===== src/rtl/cu_pkg.sv =====
// Purpose: shared types and constants for the multicycle ARM control unit.
// Latency: n/a (definitions only).
// Backpressure: n/a (definitions only).
// Contents: FSM state enum, Op codes, condition codes, DP cmd codes, ALU opcodes, cond_eval().
package cu_pkg;

  typedef enum logic [3:0] {
    FETCH, DECODE, MEMADR, MEMREAD, MEMWB,
    MEMWRITE, EXECUTER, EXECUTEI, ALUWB, BRANCH
  } state_t;

  // Instruction classes (Instr[27:26])
  localparam logic [1:0] OP_DP  = 2'b00;
  localparam logic [1:0] OP_MEM = 2'b01;
  localparam logic [1:0] OP_BR  = 2'b10;

  // Condition codes (Instr[31:28])
  localparam logic [3:0] COND_EQ = 4'h0, COND_NE = 4'h1, COND_CS = 4'h2, COND_CC = 4'h3;
  localparam logic [3:0] COND_MI = 4'h4, COND_PL = 4'h5, COND_VS = 4'h6, COND_VC = 4'h7;
  localparam logic [3:0] COND_HI = 4'h8, COND_LS = 4'h9, COND_GE = 4'hA, COND_LT = 4'hB;
  localparam logic [3:0] COND_GT = 4'hC, COND_LE = 4'hD, COND_AL = 4'hE, COND_NV = 4'hF;

  // Data-processing cmd field (Funct[4:1])
  localparam logic [3:0] CMD_AND = 4'b0000;
  localparam logic [3:0] CMD_EOR = 4'b0001;
  localparam logic [3:0] CMD_SUB = 4'b0010;
  localparam logic [3:0] CMD_ADD = 4'b0100;
  localparam logic [3:0] CMD_CMP = 4'b1010;
  localparam logic [3:0] CMD_ORR = 4'b1100;

  // ALU opcodes, sized to the widest supported ALUControl
  localparam logic [2:0] ALU_ADD = 3'd0;
  localparam logic [2:0] ALU_SUB = 3'd1;
  localparam logic [2:0] ALU_AND = 3'd2;
  localparam logic [2:0] ALU_ORR = 3'd3;
  localparam logic [2:0] ALU_EOR = 3'd4;

  // flags = {N,Z,C,V}
  function automatic logic cond_eval(input logic [3:0] cond, input logic [3:0] flags);
    logic n, z, c, v;
    logic res;
    {n, z, c, v} = flags;
    case (cond)
      COND_EQ: res = z;
      COND_NE: res = ~z;
      COND_CS: res = c;
      COND_CC: res = ~c;
      COND_MI: res = n;
      COND_PL: res = ~n;
      COND_VS: res = v;
      COND_VC: res = ~v;
      COND_HI: res = c & ~z;
      COND_LS: res = ~c | z;
      COND_GE: res = (n == v);
      COND_LT: res = (n != v);
      COND_GT: res = ~z & (n == v);
      COND_LE: res = z | (n != v);
      COND_AL: res = 1'b1;
      default: res = 1'b0;
    endcase
    return res;
  endfunction

endpackage


===== src/rtl/cond_logic.sv =====
// Purpose: holds the NZCV flags register and the registered condition result CondExReg.
// Latency: CondExReg loads at the end of DECODE; flags load at the end of EXECUTE*.
// Backpressure: none; loads happen only when the strobes are asserted.
// Ports: CLK, reset (async active-low), cond, aluflags, flagw, ld_condex, upd_flags -> condexreg, flags.
module cond_logic
  import cu_pkg::*;
(
  input  logic       CLK,
  input  logic       reset,
  input  logic [3:0] cond,
  input  logic [3:0] aluflags,
  input  logic [1:0] flagw,
  input  logic       ld_condex,
  input  logic       upd_flags,
  output logic       condexreg,
  output logic [3:0] flags
);

  // Flag writes depend on the condition registered in DECODE, never on this
  // cycle's evaluation, so an instruction sees only the flags from earlier ones.
  always_ff @(posedge CLK or negedge reset) begin
    if (!reset) begin
      flags     <= 4'b0000;
      condexreg <= 1'b0;
    end else begin
      if (ld_condex)
        condexreg <= cond_eval(cond, flags);
      if (upd_flags && flagw[1] && condexreg)
        flags[3:2] <= aluflags[3:2];
      if (upd_flags && flagw[0] && condexreg)
        flags[1:0] <= aluflags[1:0];
    end
  end

endmodule


===== src/rtl/multicycle_control_unit.sv =====
// Purpose: main FSM and ALU decoder for the multicycle ARM datapath.
// Latency: FETCH and MEMREAD each take 1+MEM_LAT cycles; other states take one cycle.
// Backpressure: none; memory wait states come from the fixed MEM_LAT count.
// Ports: CLK, reset (async active-low), Instr[31:12], ALUFlags -> write enables, mux selects, ALUControl.
module multicycle_control_unit
  import cu_pkg::*;
#(
  parameter int ALUCTRL_W = 2,
  parameter int MEM_LAT   = 0
) (
  input  logic                 CLK,
  input  logic                 reset,
  input  logic [19:0]          Instr,
  input  logic [3:0]           ALUFlags,
  output logic                 PCWrite,
  output logic                 IRWrite,
  output logic                 RegWrite,
  output logic                 MemWrite,
  output logic                 AdrSrc,
  output logic [1:0]           RegSrc,
  output logic [1:0]           ImmSrc,
  output logic                 ALUSrcA,
  output logic [1:0]           ALUSrcB,
  output logic [1:0]           ResultSrc,
  output logic [ALUCTRL_W-1:0] ALUControl
);

  localparam logic [3:0] LAT = 4'(MEM_LAT);

  // Instr is bits 31:12, so Instr[i] is architectural bit i+12
  logic [3:0] cond;
  logic [1:0] op;
  logic [5:0] funct;
  logic [3:0] rd;
  logic       unused_rn;
  assign cond      = Instr[19:16];
  assign op        = Instr[15:14];
  assign funct     = Instr[13:8];
  assign rd        = Instr[3:0];
  assign unused_rn = ^Instr[7:4];

  assign RegSrc = {op == OP_MEM, op == OP_BR};
  assign ImmSrc = op;

  state_t     state, next;
  logic [3:0] wcnt;
  logic       wait_done;
  logic       condexreg;
  logic [3:0] flags;

  // ALU decode
  logic [2:0] alu_op;
  logic       nowrite;
  logic [1:0] flagw;

  always_comb begin
    alu_op  = ALU_ADD;
    nowrite = 1'b0;
    case (funct[4:1])
      CMD_SUB: alu_op = ALU_SUB;
      CMD_AND: alu_op = ALU_AND;
      CMD_ORR: alu_op = ALU_ORR;
      CMD_CMP: begin
        alu_op  = ALU_SUB;
        nowrite = 1'b1;
      end
      CMD_EOR: if (ALUCTRL_W >= 3) alu_op = ALU_EOR;
      default: alu_op = ALU_ADD;
    endcase
  end

  // CMP always sets all flags; other ops only with S, logical ops leave C/V alone
  always_comb begin
    flagw = 2'b00;
    if (funct[4:1] == CMD_CMP)
      flagw = 2'b11;
    else if (funct[0])
      flagw = (alu_op == ALU_AND || alu_op == ALU_ORR || alu_op == ALU_EOR) ? 2'b10 : 2'b11;
  end

  cond_logic u_cond (
    .CLK       (CLK),
    .reset     (reset),
    .cond      (cond),
    .aluflags  (ALUFlags),
    .flagw     (flagw),
    .ld_condex (state == DECODE),
    .upd_flags (state == EXECUTER || state == EXECUTEI),
    .condexreg (condexreg),
    .flags     (flags)
  );

  // Wait counter counts up in the memory states and is zero everywhere else,
  // so each FETCH/MEMREAD visit starts from zero.
  assign wait_done = (wcnt == LAT);

  always_ff @(posedge CLK or negedge reset) begin
    if (!reset)
      wcnt <= 4'd0;
    else if ((state == FETCH || state == MEMREAD) && !wait_done)
      wcnt <= wcnt + 4'd1;
    else
      wcnt <= 4'd0;
  end

  always_ff @(posedge CLK or negedge reset) begin
    if (!reset) state <= FETCH;
    else        state <= next;
  end

  logic pcw, irw, rgw, mmw;

  // Defaults are the FETCH mux settings so reset shows FETCH selects.
  always_comb begin
    next       = state;
    pcw        = 1'b0;
    irw        = 1'b0;
    rgw        = 1'b0;
    mmw        = 1'b0;
    AdrSrc     = 1'b0;
    ALUSrcA    = 1'b1;
    ALUSrcB    = 2'b10;
    ResultSrc  = 2'b10;
    ALUControl = ALUCTRL_W'(ALU_ADD);
    case (state)
      FETCH: begin
        if (wait_done) begin
          irw  = 1'b1;
          pcw  = 1'b1;
          next = DECODE;
        end
      end
      DECODE: begin
        case (op)
          OP_MEM:  next = MEMADR;
          OP_DP:   next = funct[5] ? EXECUTEI : EXECUTER;
          OP_BR:   next = BRANCH;
          default: next = FETCH;
        endcase
      end
      MEMADR: begin
        ALUSrcA = 1'b0;
        ALUSrcB = 2'b01;
        next    = funct[0] ? MEMREAD : MEMWRITE;
      end
      MEMREAD: begin
        AdrSrc    = 1'b1;
        ResultSrc = 2'b00;
        if (wait_done) next = MEMWB;
      end
      MEMWB: begin
        ResultSrc = 2'b01;
        rgw       = condexreg;
        next      = FETCH;
      end
      MEMWRITE: begin
        AdrSrc = 1'b1;
        mmw    = condexreg;
        next   = FETCH;
      end
      EXECUTER, EXECUTEI: begin
        ALUSrcA    = 1'b0;
        ALUSrcB    = (state == EXECUTEI) ? 2'b01 : 2'b00;
        ALUControl = ALUCTRL_W'(alu_op);
        next       = ALUWB;
      end
      ALUWB: begin
        ResultSrc = 2'b00;
        rgw       = condexreg & ~nowrite;
        pcw       = condexreg & ~nowrite & (rd == 4'hF);
        next      = FETCH;
      end
      BRANCH: begin
        ALUSrcA   = 1'b0;
        ALUSrcB   = 2'b01;
        ResultSrc = 2'b10;
        pcw       = condexreg;
        next      = FETCH;
      end
      default: next = FETCH;
    endcase
  end

  // FETCH with no wait states would otherwise assert IRWrite/PCWrite during reset
  assign PCWrite  = reset & pcw;
  assign IRWrite  = reset & irw;
  assign RegWrite = reset & rgw;
  assign MemWrite = reset & mmw;

endmodule


===== config.mk =====
export PLATFORM = sky130hd
export DESIGN_NAME = multicycle_control_unit
export DESIGN_NICKNAME = d
export VERILOG_FILES = /design/src/rtl/cu_pkg.sv /design/src/rtl/cond_logic.sv /design/src/rtl/multicycle_control_unit.sv
export SDC_FILE = /design/constraint.sdc
export NUM_CORES = 1
export LEC_CHECK = 0
export ABC_AREA = 1
export CORE_MARGIN = 3
export CORE_UTILIZATION = 41
export CTS_BUF_LIST = sky130_fd_sc_hd__clkbuf_16
export CTS_CLUSTER_DIAMETER = 30
export DETAILED_ROUTE_END_ITERATION = 6
export PLACE_DENSITY_LB_ADDON = 0.1
export SYNTH_ARGS = -nofsm -noshare
export SYNTH_HDL_FRONTEND = slang
export SYNTH_SLANG_ARGS = --single-unit

===== constraint.sdc =====
create_clock -name CLK -period 2.25 [get_ports CLK]
set_input_delay 0.675 -clock CLK [delete_from_list [all_inputs] [get_ports CLK]]
set_output_delay 0.675 -clock CLK [all_outputs]
set_load 0.01 [all_outputs]

## Word level (Yosys, flattened, before mapping)

Cells that the tools add are included.

- Register bits after elaboration: 13
- Input bits: 26
- Output and inout port bits: 16
- Word-level logic and storage cells: 103

- $add $sub $neg: 1
- Equality and inequality tests: 36
- Muxes and demuxes: 24
- Bitwise gates (word level): 15
- Reductions and logical operators: 22

Operators with widths:

| kind | number |
|---|---|
| 4-bit equality test, second input constant | 12 |
| 4-bit by 3-bit equality test with 1-bit output, second input constant | 8 |
| 4-bit by 2-bit equality test with 1-bit output, second input constant | 5 |
| 4-bit one-hot mux with 5 select lines | 1 |
| 4-bit logical NOT | 4 |
| 1-bit one-hot mux with 15 select lines | 1 |
| 4-bit 2-to-1 mux | 3 |
| 4-bit one-hot mux with 3 select lines | 1 |
| 2-bit OR reduction | 5 |
| 1-bit 2-to-1 mux | 9 |
| 1-bit AND | 8 |
| 4-bit by 1-bit equality test with 1-bit output, second input constant | 2 |
| 2-bit one-hot mux with 2 select lines | 2 |
| 3-bit by 2-bit equality test with 1-bit output, second input constant | 2 |
| 2-bit 2-to-1 mux | 3 |
| 2-bit one-hot mux with 3 select lines | 1 |
| 1-bit logical AND | 5 |
| 1-bit NOT | 5 |
| 4-bit by 1-bit adder with 4-bit output, second input constant | 1 |
| 1-bit logical OR | 4 |
| 2-bit != test, second input constant | 2 |
| 4-bit OR reduction | 1 |
| 3-bit equality test, second input constant | 1 |
| 3-bit 2-to-1 mux | 1 |
| other kinds (10) | 11 |

## Logic depth before layout (Yosys ltp)

- Depth after elaboration: 11
- Gate-level depth with buffers: 11
- Mapped depth without buffers: 11

## Cells and area by module

From an unflattened synthesis, not the netlist that was laid out.

- Cell total of the unflattened synthesis: 179
- Area total of the unflattened synthesis: 1,107.3 sq um

Modules (own cells, without submodules):

| module | times used | cells each | area an instance (sq um) | sequential area each (sq um) |
|---|---|---|---|---|
| multicycle_control_unit | 1 | 106 | 686.9 | 200.2 |
| cond_logic | 1 | 73 | 420.4 | 125.1 |

## Least setup slack after synthesis

No wires, ideal clock.

- Kind: input -> output
- Start: input Instr[11]
- End: output PCWrite
- Arrival time: 1,177 ps
- Data required time: 1,575 ps
- Setup slack: 398 ps
- Stages: 6
- Path buffers: 0
- Cells stage by stage: inv_1 nand4_1 nand3_1 nor2_1 nor2_1 nor2_1

- Word-level cells in the longest chain between the ends: 7

Ends and longest elaborated chain:

| item | line | RTL |
|---|---|---|
| from (decl) | multicycle_control_unit.sv:13 | `input logic [19:0] Instr,` |
| 4-bit equality test | multicycle_control_unit.sv:59 | `case (funct[4:1])` |
| 1-bit 2-to-1 mux | multicycle_control_unit.sv:59 |  |
| 1-bit NOT | multicycle_control_unit.sv:170 | `pcw = condexreg & ~nowrite & (rd == 4'hF);` |
| 1-bit AND (2 in series) | multicycle_control_unit.sv:170 |  |
| 1-bit one-hot mux with 3 select lines | multicycle_control_unit.sv:125 | `case (state)` |
| 1-bit AND | multicycle_control_unit.sv:185 | `assign PCWrite = reset & pcw;` |
| to (decl) | multicycle_control_unit.sv:15 | `output logic PCWrite,` |

No other way between the ends.

## Final worst setup path

- Start: input reset
- End: output MemWrite

- Word-level cells in the longest chain between the ends: 1

Ends and longest elaborated chain:

| item | line | RTL |
|---|---|---|
| from (decl) | multicycle_control_unit.sv:12 | `input logic reset,` |
| 1-bit AND | multicycle_control_unit.sv:188 | `assign MemWrite = reset & mmw;` |
| to (decl) | multicycle_control_unit.sv:18 | `output logic MemWrite,` |

No other way between the ends.

==> impl_metrics.toml <==
[clock_tree]
clock_latency_ns = 0.24
cts-root-buf = "clkbuf_16"
clock_sinks = 13
h-tree-depth = 1
cts.path.max_buffers = 2
cts_tree = "built"
clk_pin_slew_ns = 0.05
post_cts_buffers = 0
numCtsBuffers = 3

[critical_path]
max_stage_delay_ns = 0.50
crit_path_start_kind = "input pin"
r2r_setup_slack_ns = 0.82
path_max_fanout = 4
regToRegStartpoint = "state[2]$_DFFE_PN0P_"
path_depth = 4
cpLargestDelayFamily = "buffers and inverters"
r2r_cells = 8
slowest_stage = "clkdlybuf4s50_1"
cp.required_ns = 1.57
rr_endpoint = "state[2]$_DFFE_PN0P_"
path_class = "input pin to primary output"
path_cells = "clkdlybuf4s50_1, inv_2, nor3_2, buf_2"
critPathArrivalTime_ns = 1.55
worstPathBufferInverterCount = 3
end_kind = "primary output"

[synth]
ys_warn_count = 0
synth-seq-cells = 13
synth.avg_cell_area_um2 = 6.19
syn-cell-area_um2 = 1050
synthCells = 170
yosysUniqueCellTypes = 24
synth-seq-area-share = 0.309
synth_nets = 198

[route]
vias = 1237
drt_iter0_markers = 37
via_per_inst = 4.85
wirelength_um = 3010
wl_per_cell_um = 11.8
drtPass1Iterations = 4
drtAntennaViolNets = 0
drcViolationCount = 0

[grt]
grt_pass1_vias = 1213
grt_antenna_before_repair = 0
grt_pass1_wl_um = 5120
grt_max_degree = 14
gr-total-overflow = 0
grt_usage = 0.199

[min_path]
holdPathStages = 2
hp-class = "register to register"
min_from = "wcnt[0]$_DFF_PN0_"
min_to = "wcnt[0]$_DFF_PN0_"

[sta]
max_freq_mhz = 450
min_period_over_period = 0.988
post-route-worst-setup-slack_ns = 0.0269
fin_hold_ws_ns = 0.526
relSlewSlack = 0.786
final_max_slew_viol_count = 0
hold_violations = 0
rsz0062_at_grt = "yes"
finClkSkew_ns = 0.00193
worstMarginPinSlew_ns = 0.320
min_period_ns = 2.22
setup_violations = 0

[final_layout]
syn2layout_area_growth_pct = 57.2
finalInstanceArea_um2 = 1650
nets = 256
layout_commonest_cell = "nand2_1"
drive_gt1_frac = 0.273
fin_cells = 255
num-fill-cells = 208
layout_common_cells = "nand2_1 (39), inv_1 (29), nor2_1 (25)"
n_antenna_cell = 0

[run]
maxCapViolations = 0

[die]
dieArea_um2 = 3210
die_w_um = 56.7
std_cell_rows = 17
ios = 42
die_y_um = 56.7
core_um2 = 2320
initial_core_util = 0.454

[placed_design]
portBuffers = 37
dpl.cell_count = 251
dp_hpwl_um = 2340
pre_cts_ws_ns = -0.621
finalWeightedCongestion = 0.984
place_area_um2 = 1580

[pwr]
peakVddDrop_mv = 0.585
power.density_nw_per_um2 = 878
p_leak_nw = 0.917
finalPower_mw = 1.45

[status]
status = "completed"
-- worst min-delay path, stage by stage, from the launching register on --
cell and delay [ns]:
dfrtp_1 0.33, buf_4 0.12, nor2_1 0.04
-- timing repair --
item                                    in CTS  in global routing
endpoints found under the setup margin      16                 10
resized for setup                           53                 26
hold buffers                                 0                  0
pin swaps                                    5                  7
-- stage by stage --
step,utilization,setup TNS (ns)
floorplan,-,0
detailed placement,0.681,-4.08
global route,0.713,-0.0841
finish,0.713,0
CTS,0.709,-0.0335
global placement,0.681,-4.03
-- cell usage after synthesis --
cell type   n  area [um2]
a21oi_1     6        30.0
a21oi_2     1        8.76
buf_4       3        22.5
dfrtp_1    13         325
ha_1        2        25.0
inv_1      31         116
inv_2       3        11.3
nand2_1    40         150
nand2_2     2        12.5
nand3_1    15        75.1
nand3_2     1        10.0
nand3b_1    2        15.0
nand4_1     2        12.5
nor2_1     31         116
nor2_2      2        12.5
nor2_4      1        11.3
nor3_1      3        15.0
nor3_2      1        10.0
o21ai_0     6        30.0
o21ai_2     1        8.76
o221ai_1    1        8.76
o31ai_1     1        7.51
xnor2_1     1        8.76
xor2_1      1        8.76
-- power breakdown --
group          switching, mW  internal (mW)
sequential            0.0575          0.296
clock                 0.0978          0.234
combinational          0.435          0.331
total                  0.590          0.862
-- flip-flops by register name, indices dropped and copies added (netlist names) --
signal	cells
state	4
u_cond.flags	4
wcnt	4
u_cond.condexreg	1
-- worst max path at each step --
stage,slack (ns),start,to
floorplan,0.40,Instr[11],PCWrite
global placement,-0.60,Instr[11],PCWrite
detailed placement,-0.62,Instr[11],PCWrite
CTS,-0.03,Instr[2],PCWrite
global route,-0.04,state[1]$_DFFE_PN0P_,PCWrite
finish,0.03,reset,MemWrite
-- per-layer routing --
metal  track usage  part of all wire  vias up
li1              -                 -      638
met1         0.238              0.43      574
met2         0.363              0.52       23
met3        0.0414             0.039        2
met4        0.0407            0.0063        0
met5             0                 0        -
-- cells by family after synthesis --
group                      after synthesis  synth area share
and+or+nand+nor                        100             0.419
buffers and inverters                   37             0.143
AOI/OAI and AO/OA                       16            0.0892
xor gates and xnor gates                 2            0.0166
DFF                                     13             0.309
adders and majority gates                2            0.0238
-- area by class of cell --
cell class | instances | area [um2] | area share
clock buffers | 3 | 75.1 | 0.0454
repair buffers | 56 | 458 | 0.277
inverters | 34 | 128 | 0.0772
well taps | 28 | 35.0 | 0.0212
flip-flops and latches | 13 | 327 | 0.197
clock inverters | 1 | 3.75 | 0.00227
multi-input cells | 120 | 628 | 0.380
Power figures use the tool's default switching activity.
